[config.mk]
export PLATFORM = sky130hd
export DESIGN_NAME = hwag_wheel_sim
export DESIGN_NICKNAME = d
export VERILOG_FILES = /design/src/rtl/hwag_pkg.sv /design/src/rtl/hwag_sim_slot_timer.sv /design/src/rtl/hwag_wheel_sim.sv
export SDC_FILE = /design/constraint.sdc
export NUM_CORES = 1
export LEC_CHECK = 0
export ABC_AREA = 1
export CAP_MARGIN = 0
export CORE_MARGIN = 2
export CORE_UTILIZATION = 60
export CTS_CLUSTER_SIZE = 10
export DETAILED_ROUTE_END_ITERATION = 8
export GPL_TIMING_DRIVEN = 0
export HOLD_SLACK_MARGIN = 0.12
export PLACE_DENSITY = 0.85
export SETUP_SLACK_MARGIN = 0.2
export SLEW_MARGIN = 20
export SYNTH_ARGS = -nofsm -noshare
export SYNTH_HDL_FRONTEND = slang
export SYNTH_SLANG_ARGS = --single-unit
[constraint.sdc]
create_clock -name clk -period 9.1 [get_ports clk]
set_clock_uncertainty 0.2 [all_clocks]
set_input_delay 1.82 -clock clk [delete_from_list [all_inputs] [get_ports clk]]
set_output_delay 1.82 -clock clk [all_outputs]
set_load 0.01 [all_outputs]
[src/rtl/hwag_pkg.sv]
// Shared wheel geometry and FSM encoding for the hwag trigger-wheel
// generator and the hwag angle decoder, so both ends agree on the wheel.
package hwag_pkg;

    localparam int TEETH_TOTAL   = 60;
    localparam int TEETH_MISSING = 2;
    localparam int CAM_START     = 10;
    localparam int CAM_LEN       = 4;
    localparam int MIN_PERIOD    = 2;
    localparam int SLOT_W        = 6;

    typedef enum logic [0:0] {
        IDLE = 1'b0,
        RUN  = 1'b1
    } state_t;

endpackage

[src/rtl/hwag_sim_slot_timer.sv]
// Slot timer: tick counter, period shadow (clamped to MIN_PERIOD) and the
// slot-end strobe.  The shadow only changes at a slot boundary, so a period
// written mid-slot never disturbs the slot in progress.
module hwag_sim_slot_timer
    import hwag_pkg::*;
#(
    parameter int PERIOD_W = 24
) (
    input  logic                clk,
    input  logic                rst,
    input  logic                load,
    input  logic                run,
    input  logic [PERIOD_W-1:0] period,
    output logic [PERIOD_W-1:0] tick,
    output logic [PERIOD_W-1:0] shadow,
    output logic                slot_end
);

    function automatic logic [PERIOD_W-1:0] clamp_period(input logic [PERIOD_W-1:0] p);
        return (p < PERIOD_W'(MIN_PERIOD)) ? PERIOD_W'(MIN_PERIOD) : p;
    endfunction

    // Last tick of the current slot.
    assign slot_end = (tick == (shadow - PERIOD_W'(1)));

    // Tick counter and period shadow; both cleared whenever the wheel is not running.
    always_ff @(posedge clk or posedge rst) begin
        if (rst) begin
            tick   <= '0;
            shadow <= '0;
        end else if (load) begin
            tick   <= '0;
            shadow <= clamp_period(period);
        end else if (run) begin
            if (slot_end) begin
                tick   <= '0;
                shadow <= clamp_period(period);
            end else begin
                tick   <= tick + PERIOD_W'(1);
            end
        end else begin
            tick   <= '0;
            shadow <= '0;
        end
    end

endmodule

[src/rtl/hwag_wheel_sim.sv]
// 60-2 crank / cam trigger-wheel generator.  The FSM, slot index, revolution
// parity and output decode live here; slot timing is in hwag_sim_slot_timer.
// All outputs are registered and are computed from the state that the same
// edge establishes, so no combinational path exists from ena/period.
module hwag_wheel_sim
    import hwag_pkg::*;
#(
    parameter int PERIOD_W = 24
) (
    input  logic                clk,
    input  logic                rst,
    input  logic                ena,
    input  logic [PERIOD_W-1:0] period,
    output logic                cap,
    output logic                cam,
    output logic [5:0]          tooth_idx,
    output logic                rev_pulse,
    output logic                busy
);

    localparam logic [SLOT_W-1:0] LAST_SLOT     = SLOT_W'(TEETH_TOTAL - 1);
    localparam logic [SLOT_W-1:0] PRESENT_SLOTS = SLOT_W'(TEETH_TOTAL - TEETH_MISSING);

    state_t              state;
    state_t              state_next;
    logic                load;
    logic                run;
    logic [PERIOD_W-1:0] tick;
    logic [PERIOD_W-1:0] shadow;
    logic                slot_end;
    logic                parity;
    logic                slot_wrap;
    logic [SLOT_W-1:0]   slot_next;
    logic                parity_next;
    logic [PERIOD_W-1:0] tick_inc;

    // Cam window: even revolutions only, a fixed run of slots.
    function automatic logic cam_window(input logic [SLOT_W-1:0] slot, input logic par);
        return (!par) && (slot >= SLOT_W'(CAM_START)) && (slot < SLOT_W'(CAM_START + CAM_LEN));
    endfunction

    assign load        = (state == IDLE) && ena;
    assign run         = (state == RUN) && ena;
    assign slot_wrap   = (tooth_idx == LAST_SLOT);
    assign slot_next   = slot_wrap ? '0 : (tooth_idx + SLOT_W'(1));
    assign parity_next = parity ^ slot_wrap;
    assign tick_inc    = tick + PERIOD_W'(1);

    hwag_sim_slot_timer #(
        .PERIOD_W (PERIOD_W)
    ) u_timer (
        .clk      (clk),
        .rst      (rst),
        .load     (load),
        .run      (run),
        .period   (period),
        .tick     (tick),
        .shadow   (shadow),
        .slot_end (slot_end)
    );

    // FSM state register.
    always_ff @(posedge clk or posedge rst) begin
        if (rst) begin
            state <= IDLE;
        end else begin
            state <= state_next;
        end
    end

    // FSM next state: ena is a level run request, stop always wins.
    always_comb begin
        state_next = state;
        case (state)
            IDLE: begin
                if (ena) begin
                    state_next = RUN;
                end else begin
                    state_next = IDLE;
                end
            end
            RUN: begin
                if (!ena) begin
                    state_next = IDLE;
                end else begin
                    state_next = RUN;
                end
            end
            default: state_next = IDLE;
        endcase
    end

    // Slot/parity counters and registered output decode.
    always_ff @(posedge clk or posedge rst) begin
        if (rst) begin
            tooth_idx <= '0;
            parity    <= 1'b0;
            cap       <= 1'b0;
            cam       <= 1'b0;
            rev_pulse <= 1'b0;
            busy      <= 1'b0;
        end else if (load) begin
            // Slot 0 starts: the shadow is at least MIN_PERIOD so tick 0 is high.
            tooth_idx <= '0;
            parity    <= 1'b0;
            cap       <= 1'b1;
            cam       <= cam_window('0, 1'b0);
            rev_pulse <= 1'b1;
            busy      <= 1'b1;
        end else if (run) begin
            busy <= 1'b1;
            if (slot_end) begin
                tooth_idx <= slot_next;
                parity    <= parity_next;
                cap       <= (slot_next < PRESENT_SLOTS);
                cam       <= cam_window(slot_next, parity_next);
                rev_pulse <= slot_wrap;
            end else begin
                cap       <= (tooth_idx < PRESENT_SLOTS) && (tick_inc < (shadow >> 1));
                rev_pulse <= 1'b0;
            end
        end else begin
            tooth_idx <= '0;
            parity    <= 1'b0;
            cap       <= 1'b0;
            cam       <= 1'b0;
            rev_pulse <= 1'b0;
            busy      <= 1'b0;
        end
    end

endmodule

==> impl_metrics.py <==
metrics = {
    "final_layout": {
        "syn_to_final_growth_pct": 16.1,
        "antennaDiodeCount": 0,
        "nets": 754,
        "fin_area_um2": 5270,
        "multi_input_area_um2": 2560,
        "fill_cells": 620,
        "fin_cells": 806,
        "seq_area_um2": 1500,
        "layout-drive-gt1-share": 0.0778,
    },
    "drt": {
        "dr.first_iter.drc_count": 373,
        "routed_wirelength_um": 11300,
        "num_vias": 4331,
        "dr.pass1.iters": 5,
        "drt-wirelength-per-cell_um": 14.0,
        "drc": 0,
        "viasPerCell": 5.37,
        "drtAntennaViolNets": 0,
    },
    "worst_setup_path": {
        "worst_setup_path_start_kind": "register",
        "critPathLaunch": "u_timer.tick[0]",
        "crit_required_ns": 9.18,
        "r2r_start": "u_timer.tick[0]",
        "crit_path_end_kind": "register",
        "critPathMaxFanout": 5,
        "worst-setup-path-type": "reg2reg",
        "worstPathArrival_ns": 3.87,
        "reg2reg_depth": 23,
    },
    "yosys": {
        "synth_seq_cells": 60,
        "synth_area_um2": 4540,
        "yosysUniqueCellTypes": 33,
        "synth_top_family_by_area": "simple AND/OR/NAND/NOR gates",
        "postSynth.asyncResetShare": 1.00,
        "yosysTopAreaCell": "dfrtp_1",
        "synth_fp_nets": 706,
        "synth-xor-area-share": 0.0771,
        "syn_inst": 654,
        "synth_top_area_share": 0.330,
        "syn_avg_cell_area_um2": 6.95,
        "seq_area_frac_synth": 0.330,
        "yosys_warnings": 0,
        "synth.area.top_cells": "dfrtp_1 33%, nand2_1 12%, nand3_1 11%",
        "synth_fa_ha_area_frac": 0.0688,
        "synth_simple_gate_area_frac": 0.376,
        "synth_ff_type": "dfrtp_1",
        "synthMuxAreaShare": 0,
        "synth_edf_count": 0,
        "synth_compound_area_frac": 0.0407,
    },
    "global_route": {
        "grt_pass1_wl_um": 19700,
        "track_usage": 0.292,
        "first_global_vias": 4283,
        "antenna_found_initial": 0,
        "overflow": 0,
        "grt_max_degree": 58,
    },
    "clock_network": {
        "cts_root_buf": "clkbuf_8",
        "clk_pin_slew_ns": 0.07,
        "clockBufferDepth": 2,
        "clk_latency_ns": 0.35,
        "cts_tree": "built",
        "post_cts_resized": 0,
        "cts.sinks": 60,
        "holdBufCountCts": 0,
        "htreeDepth": 3,
        "postCtsSetupRepairBufs": 0,
        "cts_inserted_buffers": 9,
    },
    "die": {
        "core_area_um2": 7290,
        "die_area_um2": 8290,
        "dieHeight_um": 91.0,
        "die_width_um": 91.0,
        "start_util": 0.623,
        "ios": 37,
        "placement_rows": 31,
    },
    "sta": {
        "tightest_slew_ns": 0.554,
        "hold_ws_ns": 0.327,
        "finalCriticalPeriod_ns": 3.79,
        "rsz0062_at_grt": "no",
        "setup_viol": 0,
        "setup_ws_ns": 5.31,
        "slew-limit-headroom": 0.631,
        "hold_viol": 0,
        "max_freq_ghz": 0.264,
        "drv_slew": 0,
        "fin_crit_sh": 0.416,
        "setup_tns_ns": 0,
    },
    "placed_design": {
        "port_buffers": 36,
        "place_inst": 790,
        "gp_congestion": 0.921,
        "place_hpwl_um": 8790,
        "pre_cts_ws_ns": 5.32,
        "placed_area_um2": 5060,
    },
    "run_status": {
        "status": "complete, no violations",
    },
    "power": {
        "ir_drop_uv": 82.8,
        "p_leak_nw": 2.80,
        "power_density_nw_per_um2": 131,
    },
    "run": {
        "drv_cap": 0,
    },
    "min_path": {
        "hp-class": "reg2reg",
        "hp-start": "u_timer.tick[0]",
        "holdPathStages": 1,
    },
}
## state kept, by name, summed over array words and instances (netlist names)
| signal | cells |
|---|---|
| cap | 1 |
| u_timer.shadow | 24 |
| state | 1 |
| rev_pulse | 1 |
| tooth_idx | 6 |
| busy | 1 |
| parity | 1 |
| cam | 1 |
| u_timer.tick | 24 |
## cell families (layout without fill, tap and decap cells)
logic type / count (synthesis) / count (layout)
AND/OR/NAND/NOR: 381 / 381
flip-flops: 60 / 60
XOR/XNOR: 40 / 40
buffers and inverters: 117 / 170
adder cells (fa/ha/maj): 25 / 25
AO/OA/AOI/OAI: 31 / 31
## cell usage in the layout (no fill, tap or decap), types with 8 or more instances in the layout
cell type,n
a21oi_1,11
clkbuf_8,9
clkdlybuf4s50_1,36
dfrtp_1,60
ha_1,25
inv_1,96
nand2_1,150
nand3_1,96
nand4_1,11
nor2_1,82
nor2_2,12
nor3_1,8
xnor2_1,17
xor2_1,23
## metal layers
layer | part of all wire | vias to the layer above | GRT usage | routed length, um
met2 | 0.46 | 142 | 0.467 | 5170
li1 | - | 2168 | - | -
met3 | 0.051 | 22 | 0.0357 | 579
met5 | 0 | - | 0 | 0
met4 | 0.019 | 0 | 0.107 | 215
met1 | 0.47 | 1999 | 0.408 | 5290
## area by class of cell
cell class / instances / share of cell area
repair buffers: 37 / 0.0735
inverters: 100 / 0.0716
clock inverters: 6 / 0.0166
clock buffers: 10 / 0.0242
multi-input cells: 477 / 0.485
flip-flops and latches: 60 / 0.285
plain buffers: 17 / 0.0206
well taps: 99 / 0.0235
## power breakdown
group,switching (W),internal (W)
registers,0.0000152,0.000276
clock network,0.000117,0.000155
logic,0.0000770,0.0000524
## final timing paths
check / end / slack (ns)
worst min-delay path: u_timer.tick[0] / 0.33
min in group asynchronous: u_timer.shadow[2] / 1.49
max in group asynchronous: cam / 6.75
worst max-delay path: cap / 5.31
worst max register to register: cap / 5.31
worst min register to register: u_timer.tick[0] / 0.33
## critical path, cell delays in order, from the launching register on
cell      delay [ns]
dfrtp_1         0.42
ha_1            0.20
nand2_1         0.09
nor2_1          0.13
nand2_1         0.08
nor2_1          0.12
nand2_1         0.09
nor2_1          0.13
nand2_1         0.12
nor2_2          0.20
nand2_1         0.15
nor2_2          0.21
inv_1           0.09
o21ai_1         0.18
inv_1           0.06
ha_1            0.18
a21o_1          0.17
a211oi_1        0.25
o211ai_1        0.18
nor2_1          0.13
nand2_1         0.10
nand2_1         0.09
nand3_1         0.07
nand2_1         0.08
## cells in the mapped netlist, types with 8 or more instances
master,n
ha_1,25
xor2_1,23
nor2_2,12
dfrtp_1,60
nand4_1,11
inv_1,97
a21oi_1,11
nor3_1,8
nand2_1,150
xnor2_1,17
nor2_1,82
nand3_1,96
## stage by stage
stage | power (W) | utilization
2_1_floorplan | 0.000381 | -
3_3_place_gp | 0.000417 | 0.690
3_5_place_dp | 0.000423 | 0.694
4_1_cts | 0.000692 | 0.723
5_1_grt | 0.000725 | 0.723
6_report | 0.000692 | 0.723
Note: power is estimated with default switching activity, not from simulation.
